[config.mk]
export PLATFORM = sky130hd
export DESIGN_NAME = ps2_keyboard_cmd_writer
export DESIGN_NICKNAME = d
export VERILOG_FILES = /design/src/rtl/ps2_kbd_pkg.sv /design/src/rtl/ps2_frame_rx.sv /design/src/rtl/ps2_keyboard_cmd_writer.sv
export SDC_FILE = /design/constraint.sdc
export NUM_CORES = 1
export LEC_CHECK = 0
export BUFFER_PORTS_ARGS = -buffer_cell sky130_fd_sc_hd__buf_4
export CAP_MARGIN = 20
export CORE_ASPECT_RATIO = 0.8
export CORE_UTILIZATION = 36
export CTS_BUF_LIST = sky130_fd_sc_hd__clkbuf_16
export DETAILED_ROUTE_END_ITERATION = 12
export SYNTH_ARGS = -nofsm -noshare
export SYNTH_HDL_FRONTEND = slang
export SYNTH_HIERARCHICAL = 1
export SYNTH_SLANG_ARGS = --single-unit
[constraint.sdc]
create_clock -name CLK -period 2.77 [get_ports CLK]
set_input_delay 0.4155 -clock CLK [delete_from_list [all_inputs] [get_ports CLK]]
set_output_delay 0.4155 -clock CLK [all_outputs]
set_load 0.01 [all_outputs]
[src/rtl/ps2_kbd_pkg.sv]
// Shared scancodes, command codes, writer states and the scancode-to-command map
// for the PS/2 keyboard command writer.
package ps2_kbd_pkg;

  localparam logic [7:0] SC_EXT   = 8'hE0;
  localparam logic [7:0] SC_BRK   = 8'hF0;
  localparam logic [7:0] SC_LEFT  = 8'h6B;
  localparam logic [7:0] SC_RIGHT = 8'h74;
  localparam logic [7:0] SC_UP    = 8'h75;
  localparam logic [7:0] SC_DOWN  = 8'h72;
  localparam logic [7:0] SC_ENTER = 8'h5A;
  localparam logic [7:0] SC_SPACE = 8'h29;
  localparam logic [7:0] SC_ESC   = 8'h76;

  localparam logic [4:0] CMD_LEFT  = 5'h03;
  localparam logic [4:0] CMD_RIGHT = 5'h05;
  localparam logic [4:0] CMD_UP    = 5'h04;
  localparam logic [4:0] CMD_DOWN  = 5'h16;
  localparam logic [4:0] CMD_ENTER = 5'h1E;
  localparam logic [4:0] CMD_SPACE = 5'h1F;
  localparam logic [4:0] CMD_ESC   = 5'h01;

  localparam int KEY_COUNT = 7;

  typedef enum logic [1:0] {
    ST_IDLE,
    ST_SET,
    ST_HOLD,
    ST_CLEAR
  } wr_state_e;

  typedef struct packed {
    logic       valid;
    logic [4:0] cmd;
  } cmd_map_t;

  function automatic cmd_map_t map_scancode(input logic ext, input logic [7:0] code);
    cmd_map_t m;
    m = '{valid: 1'b0, cmd: 5'h00};
    case ({ext, code})
      {1'b1, SC_LEFT}:  m = '{valid: 1'b1, cmd: CMD_LEFT};
      {1'b1, SC_RIGHT}: m = '{valid: 1'b1, cmd: CMD_RIGHT};
      {1'b1, SC_UP}:    m = '{valid: 1'b1, cmd: CMD_UP};
      {1'b1, SC_DOWN}:  m = '{valid: 1'b1, cmd: CMD_DOWN};
      {1'b0, SC_ENTER}: m = '{valid: 1'b1, cmd: CMD_ENTER};
      {1'b0, SC_SPACE}: m = '{valid: 1'b1, cmd: CMD_SPACE};
      {1'b0, SC_ESC}:   m = '{valid: 1'b1, cmd: CMD_ESC};
      default:          m = '{valid: 1'b0, cmd: 5'h00};
    endcase
    return m;
  endfunction

  // Slot of each mapped key in the held-key bitmap; only meaningful for mapped keys.
  function automatic logic [2:0] key_index(input logic ext, input logic [7:0] code);
    logic [2:0] idx;
    case ({ext, code})
      {1'b1, SC_LEFT}:  idx = 3'd0;
      {1'b1, SC_RIGHT}: idx = 3'd1;
      {1'b1, SC_UP}:    idx = 3'd2;
      {1'b1, SC_DOWN}:  idx = 3'd3;
      {1'b0, SC_ENTER}: idx = 3'd4;
      {1'b0, SC_SPACE}: idx = 3'd5;
      default:          idx = 3'd6;
    endcase
    return idx;
  endfunction

endpackage

[src/rtl/ps2_frame_rx.sv]
// PS/2 frame receiver: input synchronizers, falling-edge detect, 11-bit shift,
// start/stop/odd-parity check and inter-edge timeout.
module ps2_frame_rx #(
  parameter int TIMEOUT_CYCLES = 5000
) (
  input  logic       clk,
  input  logic       rst_n,
  input  logic       ps2_clk,
  input  logic       ps2_data,
  output logic [7:0] rx_byte,
  output logic       byte_valid,
  output logic       frame_err
);

  localparam int TO_W = $clog2(TIMEOUT_CYCLES + 1);

  // [0],[1] synchronize; [2] is the previous synced value for edge detection.
  logic [2:0]      clk_pipe_q, clk_pipe_d;
  logic [1:0]      data_pipe_q, data_pipe_d;
  logic [3:0]      bit_cnt_q, bit_cnt_d;
  logic [9:0]      shift_q, shift_d;
  logic [TO_W-1:0] to_cnt_q, to_cnt_d;
  logic [7:0]      rx_byte_q, rx_byte_d;
  logic            byte_valid_q, byte_valid_d;
  logic            frame_err_q, frame_err_d;

  logic fall;
  logic data_s;

  assign fall   = clk_pipe_q[2] & ~clk_pipe_q[1];
  assign data_s = data_pipe_q[1];

  // NOTE: every comb output gets a default first, so no path can infer a latch.
  always_comb begin
    clk_pipe_d   = {clk_pipe_q[1:0], ps2_clk};
    data_pipe_d  = {data_pipe_q[0], ps2_data};
    bit_cnt_d    = bit_cnt_q;
    shift_d      = shift_q;
    to_cnt_d     = to_cnt_q;
    rx_byte_d    = rx_byte_q;
    byte_valid_d = 1'b0;
    frame_err_d  = 1'b0;

    if (fall) begin
      to_cnt_d = '0;
      if (bit_cnt_q == 4'd10) begin
        bit_cnt_d = '0;
        // shift_q[0]=start, [8:1]=data, [9]=parity; data_s is the stop bit.
        if (!shift_q[0] && data_s && (^shift_q[9:1])) begin
          rx_byte_d    = shift_q[8:1];
          byte_valid_d = 1'b1;
        end else begin
          frame_err_d = 1'b1;
        end
      end else begin
        shift_d   = {data_s, shift_q[9:1]};
        bit_cnt_d = bit_cnt_q + 4'd1;
      end
    end else if (bit_cnt_q != 4'd0) begin
      if (to_cnt_q == TO_W'(TIMEOUT_CYCLES - 1)) begin
        bit_cnt_d   = '0;
        to_cnt_d    = '0;
        frame_err_d = 1'b1;
      end else begin
        to_cnt_d = to_cnt_q + TO_W'(1);
      end
    end else begin
      to_cnt_d = '0;
    end
  end

  // NOTE: sequential state uses non-blocking assignments only.
  // Synchronizers reset to the idle-high line level so release creates no false edge.
  always_ff @(posedge clk or negedge rst_n) begin
    if (!rst_n) begin
      clk_pipe_q   <= 3'b111;
      data_pipe_q  <= 2'b11;
      bit_cnt_q    <= '0;
      shift_q      <= '0;
      to_cnt_q     <= '0;
      rx_byte_q    <= '0;
      byte_valid_q <= 1'b0;
      frame_err_q  <= 1'b0;
    end else begin
      clk_pipe_q   <= clk_pipe_d;
      data_pipe_q  <= data_pipe_d;
      bit_cnt_q    <= bit_cnt_d;
      shift_q      <= shift_d;
      to_cnt_q     <= to_cnt_d;
      rx_byte_q    <= rx_byte_d;
      byte_valid_q <= byte_valid_d;
      frame_err_q  <= frame_err_d;
    end
  end

  assign rx_byte    = rx_byte_q;
  assign byte_valid = byte_valid_q;
  assign frame_err  = frame_err_q;

endmodule

[src/rtl/ps2_keyboard_cmd_writer.sv]
// Decodes PS/2 scancodes into game commands and writes {cmd, pending} into the
// instruction memory patch port. Define KBD_TYPEMATIC_FILTER_EN to drop typematic repeats.
module ps2_keyboard_cmd_writer
  import ps2_kbd_pkg::*;
#(
  parameter int HOLD_CYCLES    = 50000,
  parameter int TIMEOUT_CYCLES = 5000
) (
  input  logic       CLK,
  input  logic       RESET_N,
  input  logic       ps2_clk,
  input  logic       ps2_data,
  output logic [5:0] keyboard,
  output logic       WriteEnable,
  output logic       frame_err
);

  localparam int HC_W = (HOLD_CYCLES > 2) ? $clog2(HOLD_CYCLES) : 1;

  logic [7:0] rx_byte;
  logic       byte_valid;

  ps2_frame_rx #(
    .TIMEOUT_CYCLES(TIMEOUT_CYCLES)
  ) u_rx (
    .clk       (CLK),
    .rst_n     (RESET_N),
    .ps2_clk   (ps2_clk),
    .ps2_data  (ps2_data),
    .rx_byte   (rx_byte),
    .byte_valid(byte_valid),
    .frame_err (frame_err)
  );

  // ---------------- scancode decoder ----------------
  logic       ext_q, ext_d;
  logic       brk_q, brk_d;
  logic       cmd_valid_q, cmd_valid_d;
  logic [4:0] cmd_q, cmd_d;
  cmd_map_t   hit;
`ifdef KBD_TYPEMATIC_FILTER_EN
  logic [KEY_COUNT-1:0] held_q, held_d;
  logic [2:0]           hit_idx;
`endif

  always_comb begin
    ext_d       = ext_q;
    brk_d       = brk_q;
    cmd_valid_d = 1'b0;
    cmd_d       = cmd_q;
    hit         = map_scancode(ext_q, rx_byte);
`ifdef KBD_TYPEMATIC_FILTER_EN
    held_d      = held_q;
    hit_idx     = key_index(ext_q, rx_byte);
`endif
    if (byte_valid) begin
      if (rx_byte == SC_EXT) begin
        ext_d = 1'b1;
      end else if (rx_byte == SC_BRK) begin
        brk_d = 1'b1;
      end else begin
        ext_d = 1'b0;
        brk_d = 1'b0;
`ifdef KBD_TYPEMATIC_FILTER_EN
        if (hit.valid) begin
          if (brk_q) begin
            held_d[hit_idx] = 1'b0;
          end else if (!held_q[hit_idx]) begin
            held_d[hit_idx] = 1'b1;
            cmd_valid_d     = 1'b1;
            cmd_d           = hit.cmd;
          end
        end
`else
        if (hit.valid && !brk_q) begin
          cmd_valid_d = 1'b1;
          cmd_d       = hit.cmd;
        end
`endif
      end
    end
  end

  always_ff @(posedge CLK or negedge RESET_N) begin
    if (!RESET_N) begin
      ext_q       <= 1'b0;
      brk_q       <= 1'b0;
      cmd_valid_q <= 1'b0;
      cmd_q       <= '0;
`ifdef KBD_TYPEMATIC_FILTER_EN
      held_q      <= '0;
`endif
    end else begin
      ext_q       <= ext_d;
      brk_q       <= brk_d;
      cmd_valid_q <= cmd_valid_d;
      cmd_q       <= cmd_d;
`ifdef KBD_TYPEMATIC_FILTER_EN
      held_q      <= held_d;
`endif
    end
  end

  // ---------------- writer FSM ----------------
  wr_state_e state_q, state_d;
  logic [4:0]      cur_cmd_q, cur_cmd_d;
  logic [4:0]      pend_cmd_q, pend_cmd_d;
  logic            pend_valid_q, pend_valid_d;
  logic [HC_W-1:0] hold_cnt_q, hold_cnt_d;
  logic [5:0]      kbd_q, kbd_d;
  logic            hold_done;

  // HOLD lasts HOLD_CYCLES-1 cycles, so SET and CLEAR are HOLD_CYCLES apart.
  assign hold_done = (hold_cnt_q == HC_W'(HOLD_CYCLES - 2));

  always_ff @(posedge CLK or negedge RESET_N) begin
    if (!RESET_N) state_q <= ST_IDLE;
    else          state_q <= state_d;
  end

  always_comb begin
    state_d = state_q;
    case (state_q)
      ST_IDLE:  if (pend_valid_q || cmd_valid_q) state_d = ST_SET;
      ST_SET:   state_d = ST_HOLD;
      ST_HOLD:  if (hold_done) state_d = ST_CLEAR;
      ST_CLEAR: state_d = ST_IDLE;
      default:  state_d = ST_IDLE;
    endcase
  end

  always_comb begin
    WriteEnable = (state_q == ST_SET) || (state_q == ST_CLEAR);
    keyboard    = kbd_q;
  end

  // Datapath: pending buffer, latched command, hold counter and keyboard word.
  always_comb begin
    cur_cmd_d    = cur_cmd_q;
    pend_cmd_d   = pend_cmd_q;
    pend_valid_d = pend_valid_q;
    hold_cnt_d   = hold_cnt_q;
    kbd_d        = kbd_q;
    case (state_q)
      ST_IDLE: begin
        if (pend_valid_q) begin
          // Pending is served first; a same-cycle arrival becomes the new pending.
          cur_cmd_d    = pend_cmd_q;
          pend_valid_d = cmd_valid_q;
          if (cmd_valid_q) pend_cmd_d = cmd_q;
          kbd_d = {pend_cmd_q, 1'b1};
        end else if (cmd_valid_q) begin
          cur_cmd_d = cmd_q;
          kbd_d     = {cmd_q, 1'b1};
        end
      end
      ST_SET: begin
        hold_cnt_d = '0;
      end
      ST_HOLD: begin
        if (hold_done) kbd_d = {cur_cmd_q, 1'b0};
        else           hold_cnt_d = hold_cnt_q + HC_W'(1);
      end
      default: ;
    endcase
    if (state_q != ST_IDLE && cmd_valid_q) begin
      pend_cmd_d   = cmd_q;
      pend_valid_d = 1'b1;
    end
  end

  always_ff @(posedge CLK or negedge RESET_N) begin
    if (!RESET_N) begin
      cur_cmd_q    <= '0;
      pend_cmd_q   <= '0;
      pend_valid_q <= 1'b0;
      hold_cnt_q   <= '0;
      kbd_q        <= '0;
    end else begin
      cur_cmd_q    <= cur_cmd_d;
      pend_cmd_q   <= pend_cmd_d;
      pend_valid_q <= pend_valid_d;
      hold_cnt_q   <= hold_cnt_d;
      kbd_q        <= kbd_d;
    end
  end

endmodule
# After elaboration in Yosys (flattened, before gate mapping)
# Index checks and enable logic that the tools add are counted.
classes:
  addsub: 3
  eq_ne: 20
  n_mux: 40
  n_bitwise: 5
  n_reduce_logical: 31
ops:
  columns: ["cell", "n"]
  rows:
  - ["case mux 6 bit (7 select lines)", 1]
  - ["2-to-1 mux 13 bit", 3]
  - ["== test 9 bit, second input constant", 4]
  - ["case mux 16 bit (2 select lines)", 1]
  - ["2-to-1 mux 5 bit", 5]
  - ["== test 9 x 7 -> 1 bit, second input constant", 2]
  - ["2-to-1 mux 1 bit", 18]
  - ["2-to-1 mux 6 bit", 3]
  - ["nonzero test 2 bit", 9]
  - ["adder 16 x 1 -> 16 bit, second input constant", 1]
  - ["== test 16 bit, second input constant", 1]
  - ["== test 8 bit, second input constant", 2]
  - ["2-to-1 mux 16 bit", 1]
  - ["2-to-1 mux 4 bit", 4]
  - ["AND reduction 2 bit", 7]
  - ["adder 13 x 1 -> 13 bit, second input constant", 1]
  - ["== test 13 bit, second input constant", 1]
  - ["case mux 6 bit (2 select lines)", 1]
  - ["== test 9 x 6 -> 1 bit, second input constant", 1]
  - ["AND reduction 3 bit", 3]
  - ["parity 9 bit", 1]
  - ["inequality test 2 bit, second input constant", 4]
  - ["case mux 2 bit (4 select lines)", 1]
  - ["adder 4 x 1 -> 4 bit, second input constant", 1]
  - ["13 further kinds", 23]
totals:
  ff_bits: 85
  in_bits: 4
  output_inout_bits: 8
  word_cells: 117

# Depth between registers and ports, before layout
# Gate-level depths: netlist (run 1).
logic_depth:
  depth_word: 7
  mapped_depth: 8
  ltp_nobuf: 7

# Hierarchy
# The synthesis (run 1) kept the hierarchy.
modules_own_cells:
  columns: ["mod", "n_inst", "cells_each", "area_per_inst_um2", "seq_area_each_um2"]
  rows:
  - ["ps2_keyboard_cmd_writer", 1, 234, 2311.0, 1076.0]
  - ["ps2_frame_rx", 1, 170, 1881.8, 1057.3]

# Worst setup path after synthesis (run 1)
# No wires, ideal clock.
synth_path:
  path_kind: "reg-to-reg"
  startpoint: "reg hold_cnt_q[13]"
  endpoint: "reg kbd_q[1], in the netlist keyboard[1]"
  setup_ps: 65
  t_arrival_ps: 2125
  required_time_ps: 2705
  path_slack_ps: 580
  path_stages_with_launch: 7
  n_path_buf: 1
  period_less_slack_ps: 2190
  path_cell_list: "dfrtp_1 or4_1 or4_1 and2_1 buf_6 a211oi_4 o221a_2"
synth_between:
  elab_chain_len: 3
synth_lines:
  columns: ["element", "line", "text"]
  rows:
  - ["from (decl)", "ps2_keyboard_cmd_writer.sv:109", "logic [HC_W-1:0] hold_cnt_q, hold_cnt_d;"]
  - ["from (signal assigned)", "ps2_keyboard_cmd_writer.sv:183", "hold_cnt_q <= hold_cnt_d;"]
  - ["== test 16 bit", "ps2_keyboard_cmd_writer.sv:114", "assign hold_done = (hold_cnt_q == HC_W'(HOLD_CYCLES - 2));"]
  - ["inequality test 2 bit (no line)", null, null]
  - ["AND reduction 3 bit (no line)", null, null]
  - ["to (signal assigned)", "ps2_keyboard_cmd_writer.sv:184", "kbd_q <= kbd_d;"]
  - ["to (decl)", "ps2_keyboard_cmd_writer.sv:110", "logic [5:0] kbd_q, kbd_d;"]
# Every way passes these cells.
# A chain may end at the register's enable or synchronous reset.

# Worst setup path in the final report (run 1)
# Same ends and word-level chain as after synthesis.

==> impl_metrics.json, run 1 <==
{
  "cts_tree": "done",
  "hpwl_mm": 5.25,
  "p_clk_share_pct": 37.5,
  "rrSetupSlack_ps": 430,
  "insertedDiodeCount": 0,
  "p_int_mw": 2.25,
  "critPathLaunchType": "flop",
  "p_seq_share_pct": 48.2,
  "grt_pass1_wl_mm": 13.4,
  "async_flop_share_pct": 100,
  "arrival_ps": 2610,
  "crit_fanout": 8,
  "cp-end-kind": "flop",
  "cts_buffers": 9,
  "peakVddDrop_mv": 0.428,
  "gp_congestion": 0.874,
  "finalSetupTns_ps": 0,
  "clock-root-buffer": "clkbuf_16",
  "grt_pass1_vias": 2810,
  "relSlewSlack_pct": 57.2,
  "drive_above_1_share_pct": 14.4,
  "endpoint": "keyboard[1]",
  "tightest_slew_ps": 636,
  "yosysWarningCount": 6,
  "avgSynthCellArea_um2": 10.4,
  "cts_resized": 0,
  "dieArea_um2": 12100,
  "power-per-cell-area_nw_per_um2": 640,
  "p_comb_share_pct": 14.3,
  "post_drt_wl_per_cell_um": 13.3,
  "p_leak_nw": 2.13,
  "fmax_ghz": 0.427,
  "io_buffers": 11,
  "dp.cells": 551,
  "placed_area_um2": 4440,
  "critPathSlowestCell": "or4_1",
  "path_cells": "or4_1 > or4_1 > and2_1 > a211oi_4 > o221a_2",
  "antenna_found_initial": 0,
  "rows": 34,
  "switchingPower_mw": 0.777,
  "clk_pin_slew_worst_paths_ps": 60,
  "ant_nets": 0,
  "crit_start": "hold_cnt_q[13]",
  "crit_type": "flop to flop",
  "fin_nets": 432,
  "vias": 2889,
  "synthesis.nets": 418,
  "insertion_delay_ps": 330,
  "drt_iter0_markers": 210,
  "cts_hold_buf": 0,
  "r2r-end": "keyboard[1]",
  "ys_ff_latch": 85,
  "area_delta_synth_final_pct": 12.6,
  "initial_core_util_pct": 37.8,
  "clk_path_buf_depth": 2,
  "wl_mm": 7.52,
  "r2r_cells": 5,
  "critPathMostFrequentCell": "or4_1",
  "fin_skew_ps": 6.66,
  "pin_count": 12,
  "cts_setup_buffers": 0,
  "synth_cell_types": 58,
  "syn_inst": 404,
  "drtPass1Iterations": 4,
  "fp.dieH_um": 98.5,
  "stdcell_area_um2": 4720,
  "place_ws_ps": 439,
  "timing.critical_path.slowest_cell_delay_ps": 540,
  "setup_viol": 0,
  "cts_sinks": 85,
  "grt_usage_pct": 13.9,
  "synth_edf_count": 0,
  "switching_share_pct": 25.7,
  "core_um2": 11100,
  "yosysSeqAreaShare_pct": 50.9,
  "finalCritPeriodShare_pct": 84.6,
  "critPathRequiredTime_ps": 3040,
  "maxSlewViolCount": 0,
  "min_period_ps": 2340,
  "hold_viol": 0,
  "drc": 0,
  "vias_per_cell": 5.10,
  "rsz0062_at_grt": "false",
  "die_w_um": 123,
  "total_power_mw": 3.02,
  "final_cells": 567,
  "synth_area_um2": 4190,
  "drv_cap": 0,
  "status": "complete, no violations",
  "hold_path_class": "input port to async pin",
  "timing.rr.start": "hold_cnt_q[13]",
  "setup_ws_ps": 428,
  "ys.flop_type": "dfrtp_1",
  "overflow": 0,
  "h-tree-depth": 3,
  "grt_max_degree": 86
}
critical path, delay by kind of cell, from the launching register on:
family          cells  cell delay, ps
flops               1             410
simple gates        3            1350
compound gates      2             520
per-layer routing:
metal,vias up,wire (um),track usage [%]
li1,1467,-,-
met1,1382,4030,19.9
met2,38,3200,19.9
met3,2,263,3.94
met4,0,24,4.78
met5,-,0,0
cell usage in the layout (no fill, tap or decap), types with 3 or more instances in the layout:
cell type / n
nand3_1: 17
o211ai_1: 4
xor2_1: 7
nor3b_1: 4
nand2b_1: 5
buf_4: 12
dfrtp_1: 80
o221a_2: 5
nor2b_1: 6
nand4_1: 9
ha_1: 10
a21oi_1: 9
nand2_1: 71
nor4b_1: 3
inv_1: 13
clkbuf_16: 9
and2_1: 3
nor3_1: 5
mux2i_1: 9
dfstp_2: 5
mux2_2: 15
a22oi_1: 5
or4_1: 4
xnor2_1: 12
o21ai_0: 16
nor2_1: 29
nor4_1: 5
nor4bb_1: 4
a31o_2: 3
area by class of cell:
cell class	instances	area [um^2]
fill	1063	6380
timing repair buffer	13	110
tap	144	180
clock buffer	9	225
inverter	12	45.0
multi-input combinational	297	1970
sequential	85	2130
clock inverter	7	58.8
power by group through the flow:
stage | Clock [mW] | Sequential [mW] | Combinational [mW]
after CTS | 1.18 | 1.46 | 0.439
after global routing | 1.23 | 1.48 | 0.485
final | 1.13 | 1.46 | 0.432
after floorplan | 0 | 1.44 | 0.358
after detailed placement | 0 | 1.48 | 0.435
after global placement | 0 | 1.47 | 0.429
cells in the mapped netlist, drive strengths merged, types with 2 or more instances:
cell | n | area share (%)
nor3 | 5 | 0.60
nand4b | 2 | 0.42
a31o | 3 | 0.63
a31oi | 2 | 0.30
clkbuf | 9 | 0.81
or3 | 2 | 0.30
nor4 | 5 | 0.75
and3 | 2 | 0.30
nand4 | 9 | 1.3
and2 | 3 | 0.45
nor3b | 4 | 0.72
o41ai | 2 | 0.42
o221a | 5 | 1.3
nor2 | 29 | 2.6
dfstp | 5 | 3.1
mux2i | 10 | 2.7
nor2b | 6 | 0.90
nor4bb | 4 | 0.95
mux2 | 15 | 4.0
nand2b | 5 | 0.75
or4 | 5 | 0.98
xor2 | 7 | 1.5
a211oi | 2 | 0.66
ha | 10 | 3.0
a22oi | 5 | 0.90
nand3 | 17 | 2.0
o21ai | 17 | 2.0
dfrtp | 80 | 48
and3b | 2 | 0.42
o211ai | 4 | 0.72
nor4b | 3 | 0.63
or2 | 2 | 0.30
xnor2 | 12 | 2.5
a21o | 2 | 0.36
nand2 | 71 | 6.4
inv | 12 | 1.1
a21oi | 9 | 1.1
registers in the layout, summed over array words and instances, names as in the netlist, 2 cells and up:
signal / count
cmd_q: 5
u_rx/to_cnt_q: 13
hold_cnt_q: 16
u_rx/rx_byte: 8
state_q: 2
keyboard: 6
u_rx/data_pipe_q: 2
u_rx/bit_cnt_q: 4
cur_cmd_q: 5
pend_cmd_q: 5
u_rx/clk_pipe_q: 3
u_rx/shift_q: 10
per-stage QoR:
step / util, % / hold WS [ps]
2_1_floorplan: - / 120
3_3_place_gp: 40.0 / 347
3_5_place_dp: 40.0 / 348
4_1_cts: 42.5 / 127
5_1_grt: 42.5 / 145
6_report: 42.5 / 98.7
how the worst min path moves through the flow:
stage / end / cells past startpoint
6_report: hold_cnt_q[7] / 2
5_1_grt: state_q[0] / 2
4_1_cts: hold_cnt_q[7] / 2
3_5_place_dp: u_rx/clk_pipe_q[1] / 0
3_3_place_gp: u_rx/clk_pipe_q[1] / 0
2_1_floorplan: brk_q / 0
logic make-up after synthesis:
logic type	share of synthesized area (%)
flops	50.9
simple gates	21.9
mux	6.71
compound gates	10.2
xor+xnor	5.16
fa+ha+maj	2.98
buf+inv	2.15
Note: power is estimated with default switching activity, not from simulation.
==> run 2: changes to the inputs <==
--- a/config.mk
+++ b/config.mk
@@ -5,6 +5,7 @@
 export SDC_FILE = /design/constraint.sdc
 export NUM_CORES = 1
 export LEC_CHECK = 0
+export ABC_AREA = 1
 export BUFFER_PORTS_ARGS = -buffer_cell sky130_fd_sc_hd__buf_4
 export CAP_MARGIN = 20
 export CORE_ASPECT_RATIO = 0.8
==> constraint.sdc (replaced) <==
create_clock -name CLK -period 2.3 [get_ports CLK]
set_input_delay 0.345 -clock CLK [delete_from_list [all_inputs] [get_ports CLK]]
set_output_delay 0.345 -clock CLK [all_outputs]
set_load 0.01 [all_outputs]
==> run 2 against run 1 <==
Against the previous run:
- power is 24% higher
- first-iteration DRC count is 48% higher
- critical path type unchanged
- via count is 20% higher
- design area is 5.1% higher
- non-clock buffer count is 2 higher
- synthesized cell count is 39% higher
- synthesized area is 5.7% higher
==> impl_metrics.json, run 2 <==
{
  "post_drt_wl_per_cell_um": 11.6,
  "synthesis.nets": 576,
  "ys.flop_type": "dfrtp_1",
  "final_cells": 735,
  "synth_area_leader_cell": "dfrtp_1",
  "vias_per_cell": 4.73,
  "fin_skew_ps": 7.12,
  "drc": 0,
  "hpwl_mm": 6.26,
  "crit_fanout": 10,
  "synth_area_um2": 4430,
  "die_w_um": 126,
  "synth_edf_count": 0,
  "area_delta_synth_final_pct": 12.0,
  "arrival_ps": 2080,
  "insertion_delay_ps": 330,
  "syn_inst": 562,
  "io_buffers": 11,
  "cts_tree": "done",
  "drv_cap": 0,
  "fp.dieH_um": 101,
  "cts_sinks": 85,
  "clk_pin_slew_worst_paths_ps": 60,
  "drive_above_1_share_pct": 12.6,
  "insertedDiodeCount": 0,
  "ys_ff_latch": 85,
  "p_leak_nw": 2.36,
  "grt_pass1_wl_mm": 15.7,
  "pin_count": 12,
  "layout_common_cells": "nand2_1 (165), dfrtp_1 (80), inv_1 (71), nor2_1 (56), o21ai_0 (44)",
  "finalCritPeriodShare_pct": 81.3,
  "yosysSeqAreaShare_pct": 48.1,
  "dieArea_um2": 12800,
  "fin_nets": 596,
  "async_flop_share_pct": 100,
  "overflow": 0,
  "cp-end-kind": "flop",
  "wl_mm": 8.56,
  "gp_congestion": 0.880,
  "reg.largest.list": "hold_cnt_q: 16 flops, u_rx/to_cnt_q: 13 flops, u_rx/shift_q: 10 flops",
  "grt_pass1_vias": 3420,
  "relSlewSlack_pct": 63.8,
  "peakVddDrop_mv": 0.413,
  "use_met3_pct": 3.91,
  "setup_viol": 0,
  "yosysWarningCount": 6,
  "busiest_layer": "met2",
  "drtPass1Iterations": 5,
  "finalSetupTns_ps": 0,
  "ant_nets": 0,
  "rsz0062_at_grt": "false",
  "synth_top_area_share_pct": 45.2,
  "grt_util_met1_pct": 21.3,
  "cts_setup_buffers": 0,
  "critPathLaunchType": "flop",
  "rrSetupSlack_ps": 430,
  "dp.cells": 718,
  "clock-root-buffer": "clkbuf_16",
  "hold_path_class": "input port to flop",
  "layout_commonest_cell": "nand2_1",
  "maxSlewViolCount": 0,
  "utilization_pct": 42.3,
  "core_um2": 11700,
  "hold_viol": 0,
  "grt_max_degree": 42,
  "antenna_found_initial": 0,
  "min_period_ps": 1870,
  "initial_core_util_pct": 37.8,
  "power-per-cell-area_nw_per_um2": 753,
  "hold_ws_ps": 121,
  "tightest_slew_ps": 540,
  "h-tree-depth": 3,
  "vias": 3474,
  "avgSynthCellArea_um2": 7.89,
  "regMostFlops": "hold_cnt_q",
  "fmax_ghz": 0.535,
  "met2_usage_pct": 23.5,
  "cts_buffers": 9,
  "drt_iter0_markers": 311,
  "grt_usage_pct": 15.2,
  "status": "complete, no violations",
  "crit_type": "flop to flop",
  "synth_common_cells": "nand2_1 (165), dfrtp_1 (80), inv_1 (69)",
  "yosys-top-cells-area": "dfrtp_1 (45%), nand2_1 (14%), inv_1 (5.8%), o21ai_0 (5.0%), nor2_1 (4.7%)",
  "rows": 35,
  "largest_reg_flops": 16,
  "synth_cell_types": 37,
  "critPathRequiredTime_ps": 2510,
  "yosysMostFrequentCell": "nand2_1",
  "cts_resized": 0,
  "clk_path_buf_depth": 2
}
-- run 2: cell count changes after synthesis, moves of 6 or more --
cell,before,now
inv_1,12,69
mux2_2,15,1
o21ai_0,16,44
nand4_1,9,15
nor2_1,29,56
xnor2_1,12,3
nand2_1,71,165
mux2i_1,9,1
nor2b_1,6,0
nor2_2,0,10
nand3_1,17,36
nand2_2,0,11
clkbuf_1,9,3
o21ai_2,0,6
-- run 2: worst max-delay path, cell delays in order (launching register included) --
cell,delay (ps)
dfrtp_1,420
inv_1,100
ha_1,360
inv_1,220
nand2_1,160
nand2_2,170
inv_2,210
o21ai_0,120
-- run 2: cell type report --
class / instances / area, um^2
flip-flops and latches: 85 / 2130
fillers: 1163 / 6770
repair buffers: 15 / 128
inverters: 73 / 274
well taps: 148 / 185
clock buffers: 9 / 225
multi-input cells: 398 / 1980
clock inverters: 7 / 35.0
-- run 2: cell families (layout without fill, tap and decap cells) --
family                   Yosys count  in the layout  share of synthesized area [%]
adder cells (fa/ha/maj)           10             10                           2.82
buffers and inverters             79            104                           7.11
flip-flops                        85             85                           48.1
multiplexers                       2              2                          0.480
AO/OA/AOI/OAI                     67             67                           8.50
XOR/XNOR                           7              7                           1.38
AND/OR/NAND/NOR                  312            312                           31.6
-- run 2: metal layers --
metal  part of all wire [%]  wire, um
met5                      0         0
met4                   0.89        76
met3                    3.4       289
met2                     42      3610
met1                     54      4590
-- run 2: metrics by stage --
stage | instance area [um^2] | setup WS, ps | power (mW)
6_report | 4960 | 429 | 3.74
5_1_grt | 4960 | 242 | 3.98
4_1_cts | 4960 | 395 | 3.79
3_5_place_dp | 4690 | 429 | 2.49
3_3_place_gp | 4690 | 420 | 2.46
2_1_floorplan | 4430 | 799 | 2.30
-- run 2: repair_timing --
item | 4_1_cts | 5_1_grt
endpoints found under the setup margin | 0 | 0
hold buffers | 1 | 0
hold endpoints to repair | 15 | 0
-- run 2: path summary, 6_finish.rpt --
| kind | from | endpoint | cells after the start |
|---|---|---|---|
| max reg2reg | state_q[0] | hold_cnt_q[15] | 7 |
| min in group asynchronous | RESET_N | hold_cnt_q[9] | 2 |
| max | state_q[0] | hold_cnt_q[15] | 7 |
| min | ps2_clk | u_rx/clk_pipe_q[0] | 1 |
| min reg2reg | u_rx/data_pipe_q[0] | u_rx/data_pipe_q[1] | 0 |
| max in group asynchronous | RESET_N | u_rx/clk_pipe_q[0] | 3 |
-- run 2: power breakdown --
| part | internal, mW | total (mW) | leakage, nW | switching, mW |
|---|---|---|---|---|
| registers | 1.64 | 1.79 | 1.15 | 0.150 |
| clock network | 0.714 | 1.28 | 0.129 | 0.564 |
| logic | 0.235 | 0.672 | 1.08 | 0.437 |
| total | 2.59 | 3.74 | 2.36 | 1.15 |
==> run 3: changes to the inputs <==
==> constraint.sdc (replaced) <==
create_clock -name CLK -period 1.7 [get_ports CLK]
set_input_delay 0.255 -clock CLK [delete_from_list [all_inputs] [get_ports CLK]]
set_output_delay 0.255 -clock CLK [all_outputs]
set_load 0.01 [all_outputs]
==> run 3 against run 2 <==
Against the previous run:
- via count rose by 1.4%
- sequential cell count unchanged
- sequential share of layout area shrank 1.5 points
- register-to-register slack worse by 300 ps
- combinational power rose by 41%
- critical path depth down 3
- design area is 3.7% higher
- clock skew is essentially flat
- clock-buffer cell count did not move
- core utilization is 1.6 points higher
- largest power group unchanged
==> impl_metrics.json, run 3 (same netlist as run 2, synthesis figures left out) <==
{
  "pin_count": 12,
  "cp-end-kind": "primary output",
  "final_cells": 749,
  "power-per-cell-area_nw_per_um2": 1010,
  "regMostFlops": "hold_cnt_q",
  "insertedDiodeCount": 0,
  "area_delta_synth_final_pct": 16.2,
  "cts_tree": "done",
  "post_drt_wl_per_cell_um": 11.3,
  "fp.dieH_um": 101,
  "clk_pin_slew_worst_paths_ps": 70,
  "fin_skew_ps": 6.81,
  "critPathLaunchType": "flop",
  "crit_fanout": 3,
  "drv_cap": 0,
  "die_w_um": 126,
  "maxSlewViolCount": 0,
  "hold_path_class": "input port to flop",
  "grt_max_degree": 38,
  "vias_per_cell": 4.70,
  "finalSetupTns_ps": 0,
  "core_um2": 11700,
  "rsz0062_at_grt": "true",
  "insertion_delay_ps": 340,
  "finalCritPeriodShare_pct": 96.7,
  "p_leak_nw": 2.44,
  "min_period_ps": 1640,
  "critPathRequiredTime_ps": 1440,
  "overflow": 0,
  "drt_iter0_markers": 233,
  "status": "complete, no violations",
  "ant_nets": 0,
  "clock-root-buffer": "clkbuf_16",
  "largest_reg_flops": 16,
  "cts_buffers": 9,
  "dp.cells": 731,
  "fmax_ghz": 0.609,
  "drtPass1Iterations": 4,
  "io_buffers": 11,
  "arrival_ps": 1390,
  "antenna_found_initial": 0,
  "drive_above_1_share_pct": 16.5,
  "grt_pass1_vias": 3412,
  "grt_usage_pct": 15.0,
  "wl_mm": 8.44,
  "relSlewSlack_pct": 66.8,
  "tightest_slew_ps": 498,
  "crit_type": "flop to primary output",
  "dieArea_um2": 12800,
  "fill_cells": 1163,
  "hold_ws_ps": 19.7,
  "setup_viol": 0,
  "layout_common_cells": "nand2_1 (165), dfrtp_1 (79), inv_1 (68), nor2_1 (54), o21ai_0 (44)",
  "clk_path_buf_depth": 2,
  "total_power_mw": 5.18,
  "hold_viol": 0,
  "vias": 3521,
  "gp_congestion": 0.862,
  "drc": 0,
  "reg.largest.list": "hold_cnt_q: 16 flops, u_rx/to_cnt_q: 13 flops, u_rx/shift_q: 10 flops",
  "fin_nets": 611,
  "grt_pass1_wl_mm": 15.3,
  "cts_sinks": 85,
  "layout_commonest_cell": "nand2_1",
  "hpwl_mm": 6.20,
  "rows": 35,
  "initial_core_util_pct": 37.8,
  "peakVddDrop_mv": 0.735,
  "h-tree-depth": 3
}
## run 3: critical path: stages, from the launching register on
cell and delay [ps]:
dfrtp_1 390, inv_2 80, ha_4 170, or2_2 290, buf_6 120
## run 3: final timing paths
kind	startpoint	endpoint	slack, ps	cells past startpoint
hold / removal	ps2_data	u_rx/data_pipe_q[0]	20	1
hold reg to reg	u_rx/data_pipe_q[0]	u_rx/data_pipe_q[1]	360	0
min in group asynchronous	RESET_N	hold_cnt_q[7]	420	2
max in group asynchronous	RESET_N	u_rx/shift_q[4]	670	3
setup / recovery	state_q[1]	WriteEnable	60	4
setup reg to reg	hold_cnt_q[0]	hold_cnt_q[11]	130	10
## run 3: routing by layer
layer,routed length [um],share of wire (%),vias to the layer above,GRT usage (%)
met2,3680,44,60,23.8
met1,4300,51,1588,19.6
met5,0,0,-,0
met3,350,4.1,11,3.91
met4,107,1.3,0,6.21
li1,-,-,1862,-
## run 3: repair_timing
item,CTS,global route
buffers inserted,1,1
cloned,0,0
setup endpoints to repair,1,17
pin swaps,0,2
hold buffers,1,0
gates resized for setup,1,12
hold endpoints to repair,34,0
## run 3: stage by stage
stage / setup slack [ps] / area [um^2] / util (%)
floorplan: 199 / 4430 / -
global placement: 120 / 4800 / 40.9
detailed placement: 100 / 4800 / 40.9
CTS: 16.0 / 5100 / 43.4
global route: -5.93 / 5150 / 43.9
finish: 56.8 / 5150 / 43.9
## run 3: area by class of cell
class,count,area (um^2),share of cell area [%]
inverter,73,277,5.37
multi-input combinational,398,2020,39.3
clock inverter,6,47.5,0.923
tap,148,185,3.60
clock buffer,9,225,4.37
timing repair buffer,30,256,4.98
sequential,85,2130,41.5
## run 3: where the power goes
group	internal [mW]	switching, mW
Combinational	0.362	0.583
Sequential	2.22	0.203
Clock	0.994	0.824
